[src/rtl/snake_pkg.sv]
// ============================================================================
// Module  : snake_pkg
// Purpose : Shared grid constants and scan-state encoding for the snake row
//           scanner and its line buffer.
// Revision: 1.0  initial release
// ============================================================================
`default_nettype none

package snake_pkg;

    localparam int COORD_W = 7;
    localparam int GRID_W  = 128;
    localparam int MAX_SEG = 128;

    localparam logic [COORD_W-1:0] HEAD_IDX = '0;

    typedef enum logic [1:0] {
        ST_IDLE   = 2'd0,
        ST_SCAN   = 2'd1,
        ST_COMMIT = 2'd2
    } scan_state_t;

endpackage

`default_nettype wire

[src/rtl/snake_line_buffer.sv]
// ============================================================================
// Module  : snake_line_buffer
// Purpose : Double-buffered row occupancy bitmap with head tracking and a
//           registered per-cell query port.
// Revision: 1.0  initial release
// ============================================================================
`default_nettype none

module snake_line_buffer #(
    parameter int COORD_W = snake_pkg::COORD_W,
    parameter int GRID_W  = snake_pkg::GRID_W
) (
    input  logic               clk,
    input  logic               reset,
    input  logic               clear_build,
    input  logic               wr_en,
    input  logic               wr_head,
    input  logic [COORD_W-1:0] wr_x,
    input  logic               commit,
    input  logic [COORD_W-1:0] cell_x,
    output logic               cell_hit,
    output logic               head_hit
);

    logic [GRID_W-1:0]  build_q, build_d;
    logic               build_head_valid_q, build_head_valid_d;
    logic [COORD_W-1:0] build_head_x_q, build_head_x_d;

    logic [GRID_W-1:0]  disp_q, disp_d;
    logic               disp_head_valid_q, disp_head_valid_d;
    logic [COORD_W-1:0] disp_head_x_q, disp_head_x_d;

    logic               cell_hit_q, cell_hit_d;
    logic               head_hit_q, head_hit_d;

    always_comb begin
        build_d            = build_q;
        build_head_valid_d = build_head_valid_q;
        build_head_x_d     = build_head_x_q;
        disp_d             = disp_q;
        disp_head_valid_d  = disp_head_valid_q;
        disp_head_x_d      = disp_head_x_q;

        if (clear_build) begin
            build_d            = '0;
            build_head_valid_d = 1'b0;
            build_head_x_d     = '0;
        end else if (wr_en) begin
            // Overlapping segments simply OR into the same cell.
            build_d[wr_x] = 1'b1;
            if (wr_head) begin
                build_head_valid_d = 1'b1;
                build_head_x_d     = wr_x;
            end
        end

        if (commit) begin
            disp_d            = build_q;
            disp_head_valid_d = build_head_valid_q;
            disp_head_x_d     = build_head_x_q;
        end

        cell_hit_d = disp_q[cell_x];
        head_hit_d = disp_head_valid_q && (disp_head_x_q == cell_x);
    end

    always_ff @(posedge clk or posedge reset) begin
        if (reset) begin
            build_q            <= '0;
            build_head_valid_q <= 1'b0;
            build_head_x_q     <= '0;
            disp_q             <= '0;
            disp_head_valid_q  <= 1'b0;
            disp_head_x_q      <= '0;
            cell_hit_q         <= 1'b0;
            head_hit_q         <= 1'b0;
        end else begin
            build_q            <= build_d;
            build_head_valid_q <= build_head_valid_d;
            build_head_x_q     <= build_head_x_d;
            disp_q             <= disp_d;
            disp_head_valid_q  <= disp_head_valid_d;
            disp_head_x_q      <= disp_head_x_d;
            cell_hit_q         <= cell_hit_d;
            head_hit_q         <= head_hit_d;
        end
    end

    assign cell_hit = cell_hit_q;
    assign head_hit = head_hit_q;

endmodule

`default_nettype wire

[src/rtl/snake_line_scanner.sv]
// ============================================================================
// Module  : snake_line_scanner
// Purpose : Walks the snake segment store once per display row and builds the
//           row occupancy bitmap queried by the pixel path.
// Revision: 1.0  initial release
// ============================================================================
`default_nettype none

module snake_line_scanner #(
    parameter int COORD_W = snake_pkg::COORD_W,
    parameter int GRID_W  = snake_pkg::GRID_W
) (
    input  logic               clk,
    input  logic               reset,
    input  logic               line_start,
    input  logic [COORD_W-1:0] line_y,
    input  logic [COORD_W-1:0] size,
    output logic [COORD_W-1:0] seg_rd_addr,
    input  logic [COORD_W-1:0] seg_rd_x,
    input  logic [COORD_W-1:0] seg_rd_y,
    output logic               busy,
    output logic               done,
    input  logic [COORD_W-1:0] cell_x,
    output logic               cell_hit,
    output logic               head_hit
);

    import snake_pkg::*;

    localparam logic [COORD_W-1:0] COORD_ONE = COORD_W'(1);

    scan_state_t        state_q, state_d;
    logic [COORD_W-1:0] row_q, row_d;
    logic [COORD_W-1:0] size_q, size_d;
    logic [COORD_W-1:0] addr_q, addr_d;
    logic               issuing_q, issuing_d;
    logic               valid_q, valid_d;
    logic [COORD_W-1:0] idx_q, idx_d;

    logic               clear_build;
    logic               commit;
    logic               wr_en;
    logic               wr_head;

    always_comb begin
        state_d     = state_q;
        row_d       = row_q;
        size_d      = size_q;
        addr_d      = addr_q;
        issuing_d   = issuing_q;
        valid_d     = 1'b0;
        idx_d       = idx_q;
        clear_build = 1'b0;
        commit      = 1'b0;

        case (state_q)
            ST_IDLE: begin
                if (line_start) begin
                    row_d       = line_y;
                    size_d      = size;
                    addr_d      = '0;
                    clear_build = 1'b1;
                    if (size != '0) begin
                        issuing_d = 1'b1;
                        state_d   = ST_SCAN;
                    end else begin
                        state_d   = ST_COMMIT;
                    end
                end
            end
            ST_SCAN: begin
                // The cycle after the last issue is the drain cycle for its data.
                if (issuing_q) begin
                    valid_d = 1'b1;
                    idx_d   = addr_q;
                    if (addr_q == size_q - COORD_ONE) begin
                        issuing_d = 1'b0;
                    end else begin
                        addr_d = addr_q + COORD_ONE;
                    end
                end else begin
                    state_d = ST_COMMIT;
                end
            end
            ST_COMMIT: begin
                commit  = 1'b1;
                state_d = ST_IDLE;
            end
            default: begin
                state_d = ST_IDLE;
            end
        endcase
    end

    always_ff @(posedge clk or posedge reset) begin
        if (reset) begin
            state_q   <= ST_IDLE;
            row_q     <= '0;
            size_q    <= '0;
            addr_q    <= '0;
            issuing_q <= 1'b0;
            valid_q   <= 1'b0;
            idx_q     <= '0;
        end else begin
            state_q   <= state_d;
            row_q     <= row_d;
            size_q    <= size_d;
            addr_q    <= addr_d;
            issuing_q <= issuing_d;
            valid_q   <= valid_d;
            idx_q     <= idx_d;
        end
    end

    assign wr_en   = valid_q && (seg_rd_y == row_q);
    assign wr_head = (idx_q == HEAD_IDX);

    assign seg_rd_addr = addr_q;
    assign busy        = (state_q != ST_IDLE);
    assign done        = (state_q == ST_COMMIT);

    snake_line_buffer #(
        .COORD_W (COORD_W),
        .GRID_W  (GRID_W)
    ) u_line_buffer (
        .clk         (clk),
        .reset       (reset),
        .clear_build (clear_build),
        .wr_en       (wr_en),
        .wr_head     (wr_head),
        .wr_x        (seg_rd_x),
        .commit      (commit),
        .cell_x      (cell_x),
        .cell_hit    (cell_hit),
        .head_hit    (head_hit)
    );

endmodule

`default_nettype wire

[config.mk]
export PLATFORM = sky130hd
export DESIGN_NAME = snake_line_scanner
export DESIGN_NICKNAME = d
export VERILOG_FILES = /design/src/rtl/snake_pkg.sv /design/src/rtl/snake_line_buffer.sv /design/src/rtl/snake_line_scanner.sv
export SDC_FILE = /design/constraint.sdc
export NUM_CORES = 1
export LEC_CHECK = 0
export ABC_AREA = 1
export CAP_MARGIN = 40
export CORE_AREA = 2 2 146 177
export DETAILED_ROUTE_END_ITERATION = 6
export DIE_AREA = 0 0 148 179
export GPL_TIMING_DRIVEN = 0
export MAX_ROUTING_LAYER = met4
export PLACE_DENSITY = 0.77
export SKIP_CTS_REPAIR_TIMING = 1
export SLEW_MARGIN = 5
export SYNTH_ARGS = -nofsm -noshare
export SYNTH_HDL_FRONTEND = slang
export SYNTH_SLANG_ARGS = --single-unit
[constraint.sdc]
create_clock -name clk -period 10.4 [get_ports clk]
set_clock_uncertainty 0.15 [all_clocks]
set_input_delay 1.56 -clock clk [delete_from_list [all_inputs] [get_ports clk]]
set_output_delay 1.56 -clock clk [all_outputs]
set_load 0.01 [all_outputs]
==> impl_metrics.env, run 1 <==
export IMPL_remaining_drc_errors=0
export IMPL_drive_above_1_share_pct=5.055
export IMPL_nNetsFinal=1741
export IMPL_n_antenna_cell=0
export IMPL_critical_path_class="input port to flip-flop"
export IMPL_hold_viol=0
export IMPL_status="finished clean"
export IMPL_end_kind="flip-flop"
export IMPL_setup_viol=0
export IMPL_wl_mm=39.21
export IMPL_final_common_cell="nand2_1"
export IMPL_numClockSinks=306
export IMPL_slowest_delay_ns=0.82
export IMPL_critical_path_buf_inv_count=2
export IMPL_layout_common_cells="469 x nand2_1, 306 x dfrtp_1, 192 x nand3_1, 180 x inv_1, 153 x o21ai_0"
export IMPL_ys_seq_area_share_pct=57.12
export IMPL_areaGrowthSynthToFinish_pct=14.21
export IMPL_avgSynthCellArea_um2=8.276
export IMPL_cts_root_buffer="clkbuf_16"
export IMPL_dpl_hpwl_mm=25.49
export IMPL_rows=64
export IMPL_num_vias=11640
export IMPL_crit_path_start_kind="input port"
export IMPL_synth_edff_count=0
export IMPL_crit_slowest_cell="clkbuf_1"
export IMPL_maxSlewHeadroom_pct=33.16
export IMPL_yosysWarnings=0
export IMPL_cts_htree_levels=1
export IMPL_netlist_instances=1620
export IMPL_critPathArrivalTime_ns=4.26
export IMPL_place_ws_ns=6.102
export IMPL_power_density_nw_per_um2=187.7
export IMPL_r2r_end="u_line_buffer.build_q[21]"
export IMPL_die_y_um=179
export IMPL_globalRouteOverflowTotal=0
export IMPL_ys_ff_latch=306
export IMPL_ff2ff_path_depth=8
export IMPL_initial_core_util_pct=53.66
export IMPL_clk_pin_slew_worst_paths_ns=0.06
export IMPL_r2r_start="row_q[6]"
export IMPL_core_area_um2=24980
export IMPL_ant_nets=0
export IMPL_finalCritPeriodShare_pct=37.72
export IMPL_grt_pass1_vias=11580
export IMPL_syn_num_nets=1660
export IMPL_cp_max_fo=10
export IMPL_hold_path_class="flip-flop to flip-flop"
export IMPL_cp_cell_sequence="clkdlybuf4s50_1 > nand2_1 > nor2_1 > clkbuf_1 > nand3_1 > a21oi_1"
export IMPL_power_mw=2.874
export IMPL_async_reset_ff_share_pct=100.0
export IMPL_wl_per_cell_um=19.12
export IMPL_synth_cell_area_um2=13410
export IMPL_max_freq_mhz=254.9
export IMPL_drt_iter0_markers=1194
export IMPL_cp_data_required_time_ns=10.73
export IMPL_synthDistinctLibCells=31
export IMPL_p_leak_nw=6.833
export IMPL_gr_usage_all_layers_pct=31.32
export IMPL_viasPerCell=5.673
export IMPL_fin_crit_ns=3.923
export IMPL_crit_end="u_line_buffer.build_q[92]"
export IMPL_placement_io_buffers=45
export IMPL_cp_top_family="buffers and inverters"
export IMPL_hp_start="u_line_buffer.build_head_x_q[3]"
export IMPL_dieWidth_um=148
export IMPL_slew_violations=0
export IMPL_ys_flop_type="dfrtp_1"
export IMPL_cp_depth=6
export IMPL_cts_tree="done"
export IMPL_first_pass_iters=5
export IMPL_antenna_found_initial=0
export IMPL_grt_pass1_wl_mm=61.86
export IMPL_place_congestion=0.9241
export IMPL_rsz0062_at_grt="false"
export IMPL_grt_max_degree=122
export IMPL_num_io_pins=49
export IMPL_clkLatencyLatePin_ns=0.57
export IMPL_whs_path_depth=2
export IMPL_worst_slew_pin_slew_ns=1.003
export IMPL_maxCapViolations=0
export IMPL_worst_slack_ns=6.477
export IMPL_crit_path_start="seg_rd_x[2]"
export IMPL_dieArea_um2=26490
export IMPL_cts_buffers=30
export IMPL_max_vdd_ir_drop_uv=151.0
export IMPL_regToRegSetupSlack_ns=7.77
export IMPL_cts_max_path_buffers=3
cell usage after synthesis, types with 4 or more instances:
cell,count,area [um2]
clkbuf_1,51,191.4
inv_1,181,679.4
buf_4,4,30.03
a21oi_1,135,675.7
nor2_1,50,187.7
o21ai_0,153,765.7
or2_2,5,31.28
dfrtp_1,306,7657
nand2_1,469,1760
xnor2_1,9,78.83
buf_1,10,37.54
nand3_1,192,960.9
nor3_1,4,20.02
buf_2,22,110.1
nand4_1,8,50.05
per-stage QoR:
step / utilization, % / hold slack, ns / cells / area, um2 / setup TNS (ns)
2_1_floorplan: - / 0.2922 / 1620 / 13410 / 0
3_3_place_gp: 57.12 / 0.3098 / 1995 / 14270 / -966.22
5_1_grt: 61.29 / 0.3402 / 2051 / 15310 / 0
3_5_place_dp: 57.44 / 0.3111 / 1999 / 14350 / 0
6_report: 61.29 / 0.3253 / 2051 / 15310 / 0
4_1_cts: 61.29 / 0.3258 / 2051 / 15310 / 0
layout make-up:
cell class	count	area, um2
Clock buffer	46	902.1
Timing Repair Buffer	49	524.3
Tap cell	330	412.9
Clock inverter	6	58.81
Multi-Input combinational cell	1043	4682
Buffer	88	380.4
Fill cell	2247	9672
Sequential cell	306	7657
Inverter	183	694.4
state kept, by name (all words and copies together), names as in the netlist:
signal,flops
seg_rd_addr,7
u_line_buffer.head_hit,1
u_line_buffer.build_q,128
u_line_buffer.disp_q,128
size_q,7
u_line_buffer.build_head_x_q,7
state_q,2
u_line_buffer.disp_head_valid_q,1
u_line_buffer.cell_hit,1
u_line_buffer.build_head_valid_q,1
issuing_q,1
idx_q,7
row_q,7
u_line_buffer.disp_head_x_q,7
valid_q,1
kinds of logic after synthesis:
kind of cell / Yosys count / synth area share [%]
adder cells (fa/ha/maj): 2 / 0.1866
buffers and inverters: 271 / 7.961
AO/OA/AOI/OAI: 293 / 11.04
XOR/XNOR: 11 / 0.7187
AND/OR/NAND/NOR: 737 / 22.98
flip-flops: 306 / 57.12
worst reg2reg max path: cells and delay by family (launching register included):
kind / cells / cell delay, ns
and+or+nand+nor: 5 / 1.28
DFF: 1 / 0.39
buffers and inverters: 1 / 0.39
AOI/OAI and AO/OA: 1 / 0.17
xor gates and xnor gates: 1 / 0.16
where the power goes:
part | internal (mW) | total [mW] | switching (mW) | leakage, nW
sequential | 1.24 | 1.27 | 0.0318 | 4.24
clock | 0.617 | 1.07 | 0.457 | 0.476
combinational | 0.138 | 0.531 | 0.394 | 2.11
how the worst min path moves through the flow:
stage / endpoint / slack [ns]
final: u_line_buffer.disp_head_x_q[3] / 0.33
after global routing: u_line_buffer.build_head_x_q[4] / 0.34
after CTS: u_line_buffer.disp_head_x_q[3] / 0.33
after detailed placement: u_line_buffer.disp_head_x_q[3] / 0.31
after global placement: u_line_buffer.build_head_x_q[1] / 0.31
after floorplan: u_line_buffer.build_head_x_q[0] / 0.29
layer usage:
metal | part of all wire [%] | vias up | track usage [%]
met5 | 0 | - | -
met4 | 5.8 | 0 | 14.96
met3 | 8.8 | 159 | 5.649
met2 | 47 | 566 | 50.85
met1 | 38 | 5578 | 38.34
li1 | - | 5332 | -
(Power assumes the default switching activity.)
==> run 2, diff against run 1 <==
--- a/config.mk
+++ b/config.mk
@@ -7,12 +7,12 @@
 export LEC_CHECK = 0
 export ABC_AREA = 1
 export CAP_MARGIN = 40
-export CORE_AREA = 2 2 146 177
+export CORE_AREA = 2 2 140 169
 export DETAILED_ROUTE_END_ITERATION = 6
-export DIE_AREA = 0 0 148 179
+export DIE_AREA = 0 0 142 171
 export GPL_TIMING_DRIVEN = 0
 export MAX_ROUTING_LAYER = met4
-export PLACE_DENSITY = 0.77
+export PLACE_DENSITY = 0.8
 export SKIP_CTS_REPAIR_TIMING = 1
 export SLEW_MARGIN = 5
 export SYNTH_ARGS = -nofsm -noshare
==> constraint.sdc (replaced) <==
create_clock -name clk -period 4.05 [get_ports clk]
set_clock_uncertainty 0.15 [all_clocks]
set_input_delay 0.6075 -clock clk [delete_from_list [all_inputs] [get_ports clk]]
set_output_delay 0.6075 -clock clk [all_outputs]
set_load 0.01 [all_outputs]
==> run 2 against run 1 <==
Against the previous run:
- total power increased to 2.6 times the previous value
- critical path type is now flip-flop to flip-flop
- critical path depth did not move
- combinational power grew to 2.6 times the previous value
- final cell count decreased by 1.7%
- clock power grew to 2.6 times the previous value
- global-route usage up 2.8 points
- setup slack worse by 5.3 ns
- non-clock buffer count increased by 9
- first-iteration DRC count rose by 17%
- design area up 0.91%
==> impl_metrics.env, run 2 (synthesis gave the netlist of run 1 again) <==
export IMPL_remaining_drc_errors=0
export IMPL_place_congestion=0.9035
export IMPL_finalCritPeriodShare_pct=69.72
export IMPL_crit_top_cell="nor2_1"
export IMPL_gr_usage_all_layers_pct=34.08
export IMPL_place_ws_ns=0.7904
export IMPL_wl_per_cell_um=19.27
export IMPL_critPathArrivalTime_ns=3.11
export IMPL_hold_viol=0
export IMPL_dpl_hpwl_mm=25.55
export IMPL_drt_iter0_markers=1400
export IMPL_globalRouteOverflowTotal=0
export IMPL_cts_buffers=30
export IMPL_status="finished clean"
export IMPL_nNetsFinal=1750
export IMPL_num_fill_cells=1788
export IMPL_worst_slack_ns=1.226
export IMPL_clkLatencyLatePin_ns=0.57
export IMPL_layout_common_cells="469 x nand2_1, 306 x dfrtp_1, 192 x nand3_1, 180 x inv_1, 153 x o21ai_0"
export IMPL_cp_top_family="buffers and inverters"
export IMPL_slew_violations=0
export IMPL_end_kind="flip-flop"
export IMPL_power_mw=7.448
export IMPL_p_leak_nw=6.921
export IMPL_cp_cell_sequence="nor2_1 > inv_1 > nor2_1 > clkbuf_1 > buf_2 > a21oi_1"
export IMPL_placement_io_buffers=45
export IMPL_num_io_pins=49
export IMPL_power_density_nw_per_um2=482.0
export IMPL_antenna_found_initial=0
export IMPL_grt_pass1_wl_mm=61.76
export IMPL_rows=61
export IMPL_grt_pass1_vias=11690
export IMPL_n_antenna_cell=0
export IMPL_setup_viol=0
export IMPL_dieWidth_um=142
export IMPL_maxSlewHeadroom_pct=34.56
export IMPL_max_vdd_ir_drop_uv=391.2
export IMPL_maxCapViolations=0
export IMPL_final_common_cell="nand2_1"
export IMPL_cp_max_fo=10
export IMPL_ant_nets=0
export IMPL_reg_top3="u_line_buffer.build_q: 128 flops, u_line_buffer.disp_q: 128 flops"
export IMPL_cts_tree="done"
export IMPL_initial_core_util_pct=58.75
export IMPL_die_y_um=171
export IMPL_viasPerCell=5.872
export IMPL_slowest_delay_ns=0.74
export IMPL_wl_mm=38.85
export IMPL_register_area_um2=7657
export IMPL_clk_pin_slew_worst_paths_ns=0.07
export IMPL_cts_root_buffer="clkbuf_16"
export IMPL_fin_crit_ns=2.824
export IMPL_critical_path_buf_inv_count=3
export IMPL_numClockSinks=306
export IMPL_cts_htree_levels=1
export IMPL_crit_slowest_cell="clkbuf_1"
export IMPL_areaGrowthSynthToFinish_pct=15.26
export IMPL_hold_path_class="input port to async pin"
export IMPL_cp_data_required_time_ns=4.33
export IMPL_multi_input_area_um2=4682
export IMPL_crit_path_start_kind="flip-flop"
export IMPL_critical_path_class="flip-flop to flip-flop"
export IMPL_core_area_um2=22820
export IMPL_num_vias=11840
export IMPL_grt_max_degree=42
export IMPL_dieArea_um2=24280
export IMPL_drive_above_1_share_pct=5.713
export IMPL_first_pass_iters=6
export IMPL_worst_slew_pin_slew_ns=0.9816
export IMPL_rsz0062_at_grt="false"
export IMPL_max_freq_mhz=354.1
export IMPL_cts_max_path_buffers=3
-- run 2: cell types whose count changed in the layout (fill, tap and decap cells not counted) --
cell        before  now
buf_6            2    3
clkinv_8         0    1
clkbuf_16       31   30
clkinv_2         4    8
inv_8            1    0
buf_4            5    4
bufinv_16        1    3
buf_12           0    7
clkbuf_8         7    4
inv_6            1    0
buf_8            0    2
clkinvlp_4       0    2
-- run 2: path summary, 6_finish.rpt --
kind / start / endpoint / slack, ns / cells past startpoint
setup reg to reg: state_q[0] / u_line_buffer.build_q[95] / 1.23 / 6
max in group asynchronous: reset / seg_rd_addr[2] / 2.25 / 6
setup / recovery: state_q[0] / u_line_buffer.build_q[95] / 1.23 / 6
hold / removal: reset / u_line_buffer.disp_q[111] / 0.26 / 2
hold reg to reg: u_line_buffer.build_head_x_q[1] / u_line_buffer.build_head_x_q[1] / 0.33 / 2
min in group clk: u_line_buffer.build_head_x_q[1] / u_line_buffer.build_head_x_q[1] / 0.33 / 2
-- run 2: final cells by class --
cell class / instances / share of cell area [%]
plain buffers: 88 / 2.462
clock buffers: 42 / 5.409
clock inverters: 13 / 0.9960
inverters: 183 / 4.470
multi-input cells: 1043 / 30.30
flip-flops and latches: 306 / 49.55
well taps: 283 / 2.292
repair buffers: 58 / 4.518
-- run 2: worst reg2reg max path, cell delays in order, from the launching register on --
cell and delay [ns]:
dfrtp_1 0.41, nor2_1 0.19, inv_1 0.09, nor2_1 0.65, clkbuf_1 0.74, buf_2 0.39
a21oi_1 0.07
-- run 2: layer usage --
metal,GRT usage (%),part of all wire (%),vias to the layer above
li1,-,-,5365
met1,42.19,38,5624
met2,53.58,46,671
met3,7.137,10,177
met4,17.09,5.9,0
met5,-,0,-
-- run 2: metrics by stage --
stage          instances  util, %  hold WS, ns  area [um2]  TNS, ns
2_1_floorplan       1620        -       0.2922       13410  -238.21
3_3_place_gp        1948    62.29       0.3076       14210  -822.92
3_5_place_dp        1961    63.38       0.3126       14460        0
4_1_cts             2016    67.71       0.2752       15450        0
5_1_grt             2016    67.71       0.2978       15450        0
6_report            2016    67.71       0.2612       15450        0
-- run 2: power by group --
part / total, mW / switching (mW) / internal [mW]
clock: 2.81 / 1.19 / 1.63
sequential: 3.26 / 0.0786 / 3.18
combinational: 1.38 / 1.01 / 0.367
